$ cat src/rtl/bram_arbiter.sv
// Round-robin arbiter giving two requesters turns on one single-port block RAM.
// One transaction in flight at a time, registered responses, per-transaction timeout.
module bram_arbiter #(
    parameter int WIDTH   = 32,
    parameter int TIMEOUT = 16
) (
    input  logic             i_clock,
    input  logic             i_reset,

    input  logic             i_a_request,
    input  logic             i_a_rw,
    input  logic [31:0]      i_a_address,
    input  logic [WIDTH-1:0] i_a_wdata,
    output logic [WIDTH-1:0] o_a_rdata,
    output logic             o_a_ready,
    output logic             o_a_valid,

    input  logic             i_b_request,
    input  logic             i_b_rw,
    input  logic [31:0]      i_b_address,
    input  logic [WIDTH-1:0] i_b_wdata,
    output logic [WIDTH-1:0] o_b_rdata,
    output logic             o_b_ready,
    output logic             o_b_valid,

    output logic             o_bram_request,
    output logic             o_bram_rw,
    output logic [31:0]      o_bram_address,
    output logic [WIDTH-1:0] o_bram_wdata,
    input  logic [WIDTH-1:0] i_bram_rdata,
    input  logic             i_bram_ready,
    input  logic             i_bram_valid
);

    typedef enum logic [1:0] {
        S_IDLE,
        S_BUSY,
        S_RESPOND
    } state_t;

    localparam logic PORT_A = 1'b0;
    localparam logic PORT_B = 1'b1;
    localparam logic [7:0] LAST_COUNT = 8'(TIMEOUT - 1);

    state_t           r_state;
    logic             r_grant;
    logic             r_last_grant;
    logic [7:0]       r_count;

    logic [WIDTH-1:0] r_a_rdata;
    logic             r_a_valid;
    logic             r_a_ready;
    logic [WIDTH-1:0] r_b_rdata;
    logic             r_b_valid;
    logic             r_b_ready;

    logic             w_any_request;
    logic             w_pick;
    logic             w_timeout;

    assign w_any_request = i_a_request | i_b_request;
    assign w_timeout     = (r_count == LAST_COUNT);

    // On a tie the port that did not win last time gets the bus.
    always_comb begin
        w_pick = PORT_A;
        if (i_a_request && i_b_request) begin
            w_pick = ~r_last_grant;
        end else if (i_b_request) begin
            w_pick = PORT_B;
        end
    end

    // Dropping the request on ready keeps the RAM from seeing a second access.
    assign o_bram_request = (r_state == S_BUSY) && !i_bram_ready;
    assign o_bram_rw      = (r_grant == PORT_B) ? i_b_rw      : i_a_rw;
    assign o_bram_address = (r_grant == PORT_B) ? i_b_address : i_a_address;
    assign o_bram_wdata   = (r_grant == PORT_B) ? i_b_wdata   : i_a_wdata;

    always_ff @(posedge i_clock or posedge i_reset) begin
        if (i_reset) begin
            r_state      <= S_IDLE;
            r_grant      <= PORT_A;
            r_last_grant <= PORT_B;
            r_count      <= 8'd0;
            r_a_rdata    <= '0;
            r_a_valid    <= 1'b1;
            r_a_ready    <= 1'b0;
            r_b_rdata    <= '0;
            r_b_valid    <= 1'b1;
            r_b_ready    <= 1'b0;
        end else begin
            r_a_ready <= 1'b0;
            r_b_ready <= 1'b0;
            case (r_state)
                S_IDLE: begin
                    if (w_any_request) begin
                        r_grant      <= w_pick;
                        r_last_grant <= w_pick;
                        r_count      <= 8'd0;
                        r_state      <= S_BUSY;
                    end
                end
                S_BUSY: begin
                    if (i_bram_ready) begin
                        if (r_grant == PORT_B) begin
                            r_b_rdata <= i_bram_rdata;
                            r_b_valid <= i_bram_valid;
                            r_b_ready <= 1'b1;
                        end else begin
                            r_a_rdata <= i_bram_rdata;
                            r_a_valid <= i_bram_valid;
                            r_a_ready <= 1'b1;
                        end
                        r_state <= S_RESPOND;
                    end else if (w_timeout) begin
                        // Abort: flag failure, keep the previous read data.
                        if (r_grant == PORT_B) begin
                            r_b_valid <= 1'b0;
                            r_b_ready <= 1'b1;
                        end else begin
                            r_a_valid <= 1'b0;
                            r_a_ready <= 1'b1;
                        end
                        r_state <= S_RESPOND;
                    end else begin
                        r_count <= r_count + 8'd1;
                    end
                end
                S_RESPOND: begin
                    // Requester still holds request this cycle; ignore it.
                    r_state <= S_IDLE;
                end
                default: begin
                    r_state <= S_IDLE;
                end
            endcase
        end
    end

    assign o_a_rdata = r_a_rdata;
    assign o_a_valid = r_a_valid;
    assign o_a_ready = r_a_ready;
    assign o_b_rdata = r_b_rdata;
    assign o_b_valid = r_b_valid;
    assign o_b_ready = r_b_ready;

endmodule

$ cat config.mk
export PLATFORM = sky130hd
export DESIGN_NAME = bram_arbiter
export DESIGN_NICKNAME = d
export VERILOG_FILES = /design/src/rtl/bram_arbiter.sv
export SDC_FILE = /design/constraint.sdc
export NUM_CORES = 1
export LEC_CHECK = 0
export BUFFER_PORTS_ARGS = -buffer_cell sky130_fd_sc_hd__buf_2
export CORE_AREA = 2 2 118 120
export CTS_CLUSTER_DIAMETER = 40
export DETAILED_ROUTE_END_ITERATION = 12
export DIE_AREA = 0 0 120 122
export GPL_ROUTABILITY_DRIVEN = 0
export PLACE_DENSITY = 0.65
export SLEW_MARGIN = 20
export SYNTH_ARGS = -nofsm -noshare
export SYNTH_HDL_FRONTEND = slang
export SYNTH_SLANG_ARGS = --single-unit
$ cat constraint.sdc
create_clock -name i_clock -period 4.3 [get_ports i_clock]
set_clock_uncertainty 0.15 [all_clocks]
set_input_delay 0.215 -clock i_clock [delete_from_list [all_inputs] [get_ports i_clock]]
set_output_delay 0.215 -clock i_clock [all_outputs]
set_load 0.03 [all_outputs]
==> results of run 1 <==
-- critical path, cell delays in order, from the launching register on --
cell and delay, ns:
dfrtp_2 0.87, buf_4 0.53, mux2_2 0.44, buf_2 0.19
-- per-layer routing --
layer	vias to the layer above	GRT usage, %	routed length, µm
li1	1712	-	-
met1	1775	20.0	5090
met2	168	28.9	6450
met3	21	4.96	1050
met4	0	6.91	360
met5	-	0	0
-- layout make-up --
cell class	instances	area [µm²]	share of cell area, %
timing repair buffer	339	1880	30.1
sequential	80	2010	32.1
clock buffer	13	270	4.32
multi-input combinational	187	1820	29.1
inverter	3	12.5	0.200
tap	180	225	3.60
clock inverter	3	40.0	0.640
-- power breakdown --
group	internal (W)	switching, W
combinational	0.000964	0.00165
clock	0.000495	0.000279
sequential	0.00111	0.000245
total	0.00257	0.00217
-- state kept, by name, indices dropped and copies added, names as in the netlist --
signal        cells
r_count           8
o_b_valid         1
o_a_valid         1
r_last_grant      1
o_b_rdata        32
r_state           2
o_a_ready         1
o_b_ready         1
o_a_rdata        32
r_grant           1
-- stage by stage --
step | setup slack, ns | util, % | area (µm²) | hold WS, ns
4_1_cts | 1.56 | 46.3 | 6250 | 0.0113
5_1_grt | 1.47 | 46.3 | 6250 | 0.0217
6_report | 1.56 | 46.3 | 6250 | 0.0307
3_3_place_gp | 1.79 | 41.4 | 5590 | 0.158
2_1_floorplan | 1.89 | - | 3930 | 0.128
3_5_place_dp | 1.68 | 41.4 | 5590 | 0.176
-- timing repair --
item | CTS | global route
endpoints found under the setup margin | 0 | 0
hold endpoints to repair | 98 | 0
hold buffers | 35 | 0
-- final timing paths --
path	startpoint	end	slack, ns	cells after the start
min in group asynchronous	i_reset	o_a_rdata[8]$_DFFE_PP0P_	0.36	3
worst min-delay path	i_b_request	r_last_grant$_DFFE_PP1P_	0.03	3
worst max register to register	r_grant$_DFFE_PP0P_	o_b_rdata[23]$_DFFE_PP0P_	1.74	2
worst max-delay path	r_grant$_DFFE_PP0P_	o_bram_address[23]	1.56	3
max in group asynchronous	i_reset	o_b_rdata[19]$_DFFE_PP0P_	2.67	4
worst min register to register	o_b_rdata[24]$_DFFE_PP0P_	o_b_rdata[24]$_DFFE_PP0P_	0.34	1
-- placed cells by master, fill, tap and decap left out, drive strengths merged, types with 2 or more instances in the layout --
cell / Yosys / final
buf: 16 / 304
mux2: 130 / 130
dfrtp: 77 / 77
dlygate4sd3: 0 / 35
o21ai: 13 / 13
clkbuf: 1 / 13
nand2: 8 / 8
nor2: 8 / 8
a31oi: 4 / 4
and3: 3 / 3
a21oi: 3 / 3
clkinv: 0 / 3
dfstp: 3 / 3
nor3: 2 / 2
nand4: 2 / 2
inv: 3 / 2
nand3: 2 / 2
-- cell families (layout without fill, tap and decap cells) --
| logic type | Yosys count | in the layout | synth area share (%) |
|---|---|---|---|
| muxes | 130 | 130 | 37.2 |
| DFF | 80 | 80 | 51.0 |
| and+or+nand+nor | 31 | 31 | 4.58 |
| AOI/OAI and AO/OA | 25 | 25 | 3.98 |
| buffers and inverters | 20 | 358 | 2.86 |
| adders and majority gates | 1 | 1 | 0.318 |
==> summary.md, run 1 <==
| Metric | Value |
|---|---|
| Status | `finished, final reports clean` |
| DRT iter0 DRCs | `about 110` |
| Peak Freq | `0.365 GHz` |
| Layout cells sized above 1 | `between 70% and 80%` |
| Setup crit start kind | `register` |
| Worst hold path class | `in -> reg` |
| DR vias/cell | `~4.6` |
| Initial Util | `approximately 29%` |
| Ranking of synthesized cells by area | `dfrtp_1 49%, mux2_2 37%, dfstp_2 2.0%, buf_2 1.5%, o21ai_0 1.5%` |
| Die area | `about 0.015 mm²` |
| Setup Crit Path Kind | `reg -> out` |
| Filler-free cell count of the finished design | `between 800 and 900` |
| Drt drc | `0` |
| DIE HEIGHT | `about 120 µm` |
| Vias in the first global route | `roughly 3,700` |
| Final net count | `approximately 790` |
| Routed WL | `roughly 13,000 µm` |
| Fill cells | `around 1,200` |
| Routed len/inst | `about 16 µm` |
| Die X | `roughly 120 µm` |
| Final setup fails | `0` |
| Area growth syn-to-layout | `59.0%` |
| # placed instances | `approximately 750` |
| Synth Flop Type | `dfrtp_1` |
| Synth Area per Inst | `13.7 µm²` |
| Pleak | `between 3 and 4 nW` |
| Seq/Total Area, Yosys | `between 50% and 60%` |
| Max-cap violations | `0` |
| Maximum VDD drop | `around 550 µV` |
| Async S/R FF share, synth | `between 90% and 100%` |
| Synth top cells by count | `128 x mux2_2, 77 x dfrtp_1, 12 x buf_2, 12 x o21ai_0` |
| Synth Instances | `~290` |
| Number of synthesized register bits | `80` |
| Pin count of the biggest net entering global routing | `45` |
| H-tree level count | `3` |
| Syn_nets | `about 460` |
| EDFF count, synth | `0` |
| Area leader, netlist | `dfrtp_1` |
| Postcts setup bufs | `0` |
| Global route overflow | `0` |
| Largest fanout on the critical path | `37` |
| RSZ-0062 raised after global routing | `false` |
| Crit path time final | `2.74 ns` |
| Crit share post-route | `between 60 and 70%` |
| Synth cell types | `31` |
| Final setup TNS | `0 ns` |
| Detail Route Antenna Nets | `0` |
| YS warnings | `0` |
| Worst Path Arrival | `around 2.4 ns` |
| First-pass GRT wire length | `a little under 20,000 µm` |
| Setup crit end kind | `primary output` |
| Power Total | `about 0.0047 W` |
| Clock Latency Late Sink | `roughly 0.33 ns` |
| Post-synth top area share | `around half` |
| Top Ports | `302` |
| Post-synthesis cell area | `0.00393 mm²` |
| Max clock buf depth | `2` |
| Via total after detailed routing | `3,676` |
| Max-slew headroom | `around 45%` |
| Pins Over Slew Limit | `0` |
| Count leader, synth | `mux2_2` |
| GRT Overall Usage | `about 17%` |
| CTS tree | `done` |
| CTS sink cnt | `80` |
| Core Region | `roughly 0.014 mm²` |
| Clock Pin Slew Worst Setup and Hold Paths | `around 0.06 ns` |
| Final hold vios | `0` |
| Worst-margin pin slew | `around 0.82 ns` |
| DRT Pass-1 Iters | `4` |
| CTS Buf Count | `9` |
| Pwr dens | `approximately 760 mW/mm²` |
| IO buf count | `about 300` |
| Critical Path RT | `3.93 ns` |
| Initial antenna violation count | `0` |
| DP Wirelength | `~10,000 µm` |
| Core Rows | `43` |
| Diode count | `0` |
| PostCTS Resize Cnt | `0` |
| Root buf cell | `clkbuf_16` |
(Power assumes the default switching activity.)
==> run 2: changes to the inputs <==
--- a/config.mk
+++ b/config.mk
@@ -11,7 +11,7 @@
 export DETAILED_ROUTE_END_ITERATION = 12
 export DIE_AREA = 0 0 120 122
 export GPL_ROUTABILITY_DRIVEN = 0
-export PLACE_DENSITY = 0.65
+export PLACE_DENSITY = 0.68
 export SLEW_MARGIN = 20
 export SYNTH_ARGS = -nofsm -noshare
 export SYNTH_HDL_FRONTEND = slang
==> constraint.sdc (replaced) <==
create_clock -name i_clock -period 2.48 [get_ports i_clock]
set_clock_uncertainty 0.15 [all_clocks]
set_input_delay 0.124 -clock i_clock [delete_from_list [all_inputs] [get_ports i_clock]]
set_output_delay 0.124 -clock i_clock [all_outputs]
set_load 0.03 [all_outputs]
==> run 2 against run 1 <==
Compared with the run above:
- routed wire length increased by 4.4%
- sequential power increased by 73%
- combinational power increased by 76%
- die area unchanged
- register-to-register slack got worse by 1.3 ns
- first-iteration DRC count increased by 24%
- flip-flop and latch count unchanged
- via count increased by 1.4%
- cell area increased by 1.6%
- hold slack improved by 0.26 ns
- largest cell class unchanged
- highest routed layer unchanged
==> summary.md, run 2 (same netlist as run 1, synthesis figures left out) <==
| Metric | Value |
|---|---|
| Setup Crit Path Kind | `reg -> out` |
| CTS Buf Count | `9 (unchanged)` |
| Commonest non-fill, non-tap cells in the layout | `301 x buf_2, 128 x mux2_2, 76 x dfrtp_1` |
| Root buf cell | `clkbuf_16` |
| Diode count | `0 (unchanged)` |
| # placed instances | `756 (+0.27%)` |
| Area growth syn-to-layout | `61.6%` |
| Routed len/inst | `16.7 µm (+3.6%)` |
| Max-slew headroom | `50.5% (+5.3 points)` |
| Pwr dens | `1310 mW/mm² (+73%)` |
| Crit-path cells | `buf_12 -> mux2_2 -> buf_2` |
| Routed WL | `13,500 µm (+4.4%)` |
| CP Buf/Inv Count | `2 (unchanged)` |
| Largest delay share family, worst path | `flip-flops` |
| Maximum VDD drop | `727 µV (+32%)` |
| Final setup TNS | `0 ns (unchanged)` |
| Largest fanout on the critical path | `38 (+2.7%)` |
| Crit path time final | `around 2.3 ns` |
| Layout cells sized above 1 | `72.4% (-0.54 points)` |
| Vias in the first global route | `3,989 (+7.4%)` |
| Crit share post-route | `a little over nine tenths` |
| DP Wirelength | `10,400 µm (+3.6%)` |
| Filler-free cell count of the finished design | `811 (+0.75%)` |
| Via total after detailed routing | `3,728 (+1.4%)` |
| Worst hold path class | `in -> async` |
| First-pass GRT wire length | `20,000 µm (+3.6%)` |
| CTS sink cnt | `80 (unchanged)` |
| DIE HEIGHT | `122 µm (unchanged)` |
| PostCTS Resize Cnt | `0 (unchanged)` |
| Clock Pin Slew Worst Setup and Hold Paths | `0.06 ns (about the same)` |
| Final setup fails | `0 (unchanged)` |
| Initial Util | `29.1% (unchanged)` |
| GRT Overall Usage | `17.6% (+0.69 points)` |
| Global route overflow | `0 (unchanged)` |
| Worst Path Arrival | `2.07 ns (-0.30 ns)` |
| Final hold vios | `0 (unchanged)` |
| Status | `finished, final reports clean` |
| IO buf count | `301 (unchanged)` |
| CP peak stage delay | `0.85 ns (-0.02 ns)` |
| CTS tree | `done` |
| R2R Setup Slk | `0.49 ns (-1.25 ns)` |
| Pleak | `3.16 nW (+0.92%)` |
| DRT Pass-1 Iters | `4 (unchanged)` |
| Pins Over Slew Limit | `0 (unchanged)` |
| Max clock buf depth | `2 (unchanged)` |
| Max-cap violations | `0 (unchanged)` |
| Initial antenna violation count | `0 (unchanged)` |
| RSZ-0062 raised after global routing | `false` |
| CP max-delay cell | `dfrtp_2` |
| Critical Path RT | `2.21 ns (-1.72 ns)` |
| Clock Latency Late Sink | `0.32 ns (about the same)` |
| Die X | `120 µm (unchanged)` |
| Core Region | `0.0135 mm² (unchanged)` |
| Die area | `0.0146 mm² (unchanged)` |
| Worst-margin pin slew | `0.743 ns (-0.0784 ns)` |
| Drt drc | `0 (unchanged)` |
| H-tree level count | `3 (unchanged)` |
| Pin count of the biggest net entering global routing | `43 (-4.4%)` |
| Detail Route Antenna Nets | `0 (unchanged)` |
| Core Rows | `43 (unchanged)` |
| Setup crit start kind | `register` |
| Top Ports | `302 (unchanged)` |
| DR vias/cell | `4.60 (+0.66%)` |
| Setup crit end kind | `primary output` |
| Most common cell after layout, fill and taps aside | `buf_2` |
| Final net count | `795 (+0.76%)` |
| DRT iter0 DRCs | `134 (+24%)` |
| Peak Freq | `~0.43 GHz` |
run 2: cell types whose count changed in the layout (fill, tap and decap cells not counted), moves of 2 or more:
cell           delta
dlygate4sd3_1     +4
clkbuf_8          -3
clkinv_2          -2
clkinvlp_4        +2
buf_12            +3
run 2: what timing repair did:
item | in CTS | in global routing
hold buffers | 39 | 0
buffers inserted | 0 | 0
hold endpoints to repair | 104 | 0
run 2: final timing paths:
path	start	to	cells after the start
max in group asynchronous	i_reset	o_b_rdata[5]$_DFFE_PP0P_	4
hold reg to reg	o_a_valid$_DFFE_PP1P_	o_a_valid$_DFFE_PP1P_	2
setup reg to reg	r_count[0]$_DFFE_PP0P_	r_count[3]$_DFFE_PP0P_	5
hold / removal	i_reset	o_b_rdata[21]$_DFFE_PP0P_	3
setup / recovery	r_grant$_DFFE_PP0P_	o_bram_address[31]	3
min in group i_clock	o_a_valid$_DFFE_PP1P_	o_a_valid$_DFFE_PP1P_	2
run 2: report_power, final:
| part | leakage (nW) | total, W | internal, W | switching (W) |
|---|---|---|---|---|
| Sequential | 0.963 | 0.00235 | 0.00193 | 0.000420 |
| Combinational | 2.05 | 0.00459 | 0.00173 | 0.00286 |
| Clock | 0.149 | 0.00141 | 0.000887 | 0.000525 |
run 2: cell type report:
cell class	instances	area, µm²
Sequential cell	80	2010
Clock inverter	6	92.6
Inverter	3	12.5
Clock buffer	10	229
Multi-Input combinational cell	187	1810
Fill cell	1266	7150
Tap cell	180	225
Timing Repair Buffer	345	1970
run 2: metrics by stage:
| stage | worst slack (ns) | power (W) | util, % | hold slack (ns) | instance area [µm²] |
|---|---|---|---|---|---|
| final | 0.135 | 0.00834 | 47.0 | 0.292 | 6350 |
| after global routing | 0.0462 | 0.00876 | 47.0 | 0.342 | 6350 |
| after CTS | 0.135 | 0.00842 | 47.0 | 0.300 | 6350 |
| after detailed placement | 0.497 | 0.00690 | 41.8 | 0.110 | 5640 |
| after global placement | 0.543 | 0.00678 | 41.8 | 0.0901 | 5640 |
| after floorplan | 0.159 | 0.00553 | - | 0.0369 | 3930 |
run 2: metal layers:
layer,up-vias,wire (µm),GRT usage (%),part of all wire [%]
met4,0,313,7.06,2.3
met1,1819,4730,18.2,35
li1,1723,-,-,-
met2,167,7480,33.7,55
met3,19,997,4.63,7.4
met5,-,0,0,0
run 2: worst min-delay path, stage by stage:
cell	delay, ns
dlygate4sd3_1	0.53
buf_2	0.12
clkinv_2	0.48
==> run 3: changes to the inputs <==
--- a/config.mk
+++ b/config.mk
@@ -6,12 +6,13 @@
 export NUM_CORES = 1
 export LEC_CHECK = 0
 export BUFFER_PORTS_ARGS = -buffer_cell sky130_fd_sc_hd__buf_2
+export CAP_MARGIN = 20
 export CORE_AREA = 2 2 118 120
 export CTS_CLUSTER_DIAMETER = 40
 export DETAILED_ROUTE_END_ITERATION = 12
 export DIE_AREA = 0 0 120 122
 export GPL_ROUTABILITY_DRIVEN = 0
-export PLACE_DENSITY = 0.68
+export RECOVER_POWER = 100
 export SLEW_MARGIN = 20
 export SYNTH_ARGS = -nofsm -noshare
 export SYNTH_HDL_FRONTEND = slang
==> run 3 against run 2 <==
Compared with the run above:
- the flow now finishes with violations (capacitance limit, slew limit)
- global-route usage rose by 1.1 points
- critical path type unchanged
- clock power barely moved
- non-clock buffer count did not move
==> summary.md, run 3 (same netlist as run 1, synthesis figures left out) <==
| Metric | Value |
|---|---|
| Clock Pin Slew Worst Setup and Hold Paths | `0.06 ns (about the same)` |
| DIE HEIGHT | `122 µm (unchanged)` |
| CTS tree | `done` |
| Layout cells sized above 1 | `52.1% (-20 points)` |
| Worst Hold Path Cells | `2` |
| H-tree level count | `3 (unchanged)` |
| Setup crit start kind | `register` |
| Top Ports | `302 (unchanged)` |
| IO buf count | `301 (unchanged)` |
| DP Wirelength | `11,000 µm (+5.7%)` |
| Crit share post-route | `89.4% (-5.2 points)` |
| Area growth syn-to-layout | `57.3%` |
| Pins Over Slew Limit | `35 (+35)` |
| Maximum VDD drop | `707 µV (-2.8%)` |
| Worst R2R Start | `r_state[1]$_DFFE_PP0P_` |
| Final setup fails | `0 (unchanged)` |
| Core Rows | `43 (unchanged)` |
| Pin count of the biggest net entering global routing | `55 (+28%)` |
| R2r endpoint | `o_a_rdata[21]$_DFFE_PP0P_` |
| Power Total | `0.00811 W (-2.8%)` |
| Critical Path RT | `2.21 ns (about the same)` |
| Clock Latency Late Sink | `0.34 ns (+0.02 ns)` |
| Final hold vios | `0 (unchanged)` |
| Clock share of power | `17.7% (+0.8 points)` |
| WHS Endpoint | `o_a_valid$_DFFE_PP1P_` |
| Postcts setup bufs | `0 (unchanged)` |
| Detail Route Antenna Nets | `0 (unchanged)` |
| Die X | `120 µm (unchanged)` |
| Setup crit end kind | `primary output` |
| Peak Freq | `0.451 GHz (+5.8%)` |
| Combinational Power Share | `53.8% (-1.2 points)` |
| CTS Buf Count | `9 (unchanged)` |
| Internal Power | `0.00428 W (-5.7%)` |
| Vias in the first global route | `3,812 (-4.4%)` |
| Most common cell after layout, fill and taps aside | `buf_2` |
| Pwr dens | `1310 mW/mm² (about the same)` |
| DRT iter0 DRCs | `98 (-27%)` |
| Pleak | `2.79 nW (-12%)` |
| Via total after detailed routing | `3,732 (+0.11%)` |
| Global route overflow | `0 (unchanged)` |
| Core Region | `0.0135 mm² (unchanged)` |
| Fill cells | `1,316 (+3.9%)` |
| Drt drc | `0 (unchanged)` |
| Max clock buf depth | `2 (unchanged)` |
| Crit path time final | `2.22 ns (-0.128 ns)` |
| Final setup TNS | `0 ns (unchanged)` |
| DRT Pass-1 Iters | `4 (unchanged)` |
| DR vias/cell | `4.60 (+0.11%)` |
| Sequential fraction of design power | `28.4% (+0.3 points)` |
| Commonest non-fill, non-tap cells in the layout | `170 x buf_2, 129 x clkbuf_1, 127 x mux2_2` |
| Final net count | `795 (unchanged)` |
| RSZ-0062 raised after global routing | `false` |
| Violated checks | `capacitance limit, slew limit` |
| Final design utilization | `45.8% (-1.3 points)` |
| FF-to-FF path depth | `4 (-1)` |
| GRT Overall Usage | `18.7% (+1.1 points)` |
| Root buf cell | `clkbuf_16` |
| Diode count | `0 (unchanged)` |
| R2R Setup Slk | `0.30 ns (-0.19 ns)` |
| Max-slew headroom | `-4.17% (-55 points)` |
| Status | `finished with violations` |
| Largest fanout on the critical path | `54 (+42%)` |
| Setup Crit Path Kind | `reg -> out` |
| Max-cap violations | `1 (+1)` |
| Routed len/inst | `17.3 µm (+3.9%)` |
| Worst-margin pin slew | `1.55 ns (+0.811 ns)` |
| Sw Pwr | `0.00384 W (+0.77%)` |
| Die area | `0.0146 mm² (unchanged)` |
| Worst Path Arrival | `1.94 ns (-0.13 ns)` |
| Worst hold path class | `reg -> reg` |
| CTS sink cnt | `80 (unchanged)` |
| Initial Util | `29.1% (unchanged)` |
| Routed WL | `14,000 µm (+3.9%)` |
| Worst Hold Launch | `o_a_valid$_DFFE_PP1P_` |
| Sw frac | `47.3% (+1.7 points)` |
| Initial antenna violation count | `1 (+1)` |
| First-pass GRT wire length | `20,900 µm (+4.3%)` |
run 3: final cells by class:
type / count / area, µm² / area share (%)
flip-flops and latches: 80 / 2010 / 32.5
multi-input cells: 187 / 1820 / 29.4
repair buffers: 345 / 1790 / 29.0
clock buffers: 9 / 225 / 3.64
well taps: 180 / 225 / 3.64
clock inverters: 7 / 101 / 1.64
inverters: 3 / 12.5 / 0.202
run 3: how the worst max path moves through the flow:
stage	startpoint	endpoint	slack, ns	cells past startpoint
final	r_grant$_DFFE_PP0P_	o_bram_address[19]	0.26	3
after global routing	r_grant$_DFFE_PP0P_	o_bram_address[18]	0.17	3
after CTS	r_grant$_DFFE_PP0P_	o_bram_wdata[30]	0.28	3
after detailed placement	r_count[0]$_DFFE_PP0P_	r_count[4]$_DFFE_PP0P_	0.54	5
after global placement	r_count[0]$_DFFE_PP0P_	r_count[7]$_DFFE_PP0P_	0.59	5
after floorplan	i_reset	o_a_rdata[0]$_DFFE_PP0P_	0.16	1
run 3: stage by stage:
step | hold slack (ns) | area, µm² | setup WS [ns] | instances
finish | 0.332 | 6180 | 0.263 | 811
global route | 0.357 | 6180 | 0.173 | 811
CTS | 0.247 | 6360 | 0.285 | 811
detailed placement | 0.0646 | 5640 | 0.537 | 756
global placement | 0.0568 | 5640 | 0.585 | 756
floorplan | 0.0369 | 3930 | 0.159 | 287
run 3: critical path, stage by stage, from the launching register on:
cell      delay, ns
dfrtp_2        0.64
buf_12         0.33
mux2_2         0.38
clkbuf_1       0.24
run 3: layer usage:
metal	part of all wire (%)	vias up	track usage [%]	wire length [µm]
met1	39	1788	21.9	5500
met4	1.3	2	5.37	187
li1	-	1723	-	-
met3	9.4	18	6.23	1320
met2	50	201	32.6	7020
met5	0.093	-	0	13
run 3: timing repair:
item                                   CTS  global route
hold buffers                            39             0
resized for setup                        0             0
endpoints found under the hold margin  101             0
run 3: power groups by stage:
stage          Clock, W  Sequential (W)  Combinational [W]
2_1_floorplan         0         0.00335            0.00218
5_1_grt         0.00154         0.00240            0.00460
3_3_place_gp          0         0.00227            0.00453
3_5_place_dp          0         0.00229            0.00459
6_report        0.00144         0.00231            0.00437
4_1_cts         0.00148         0.00229            0.00465
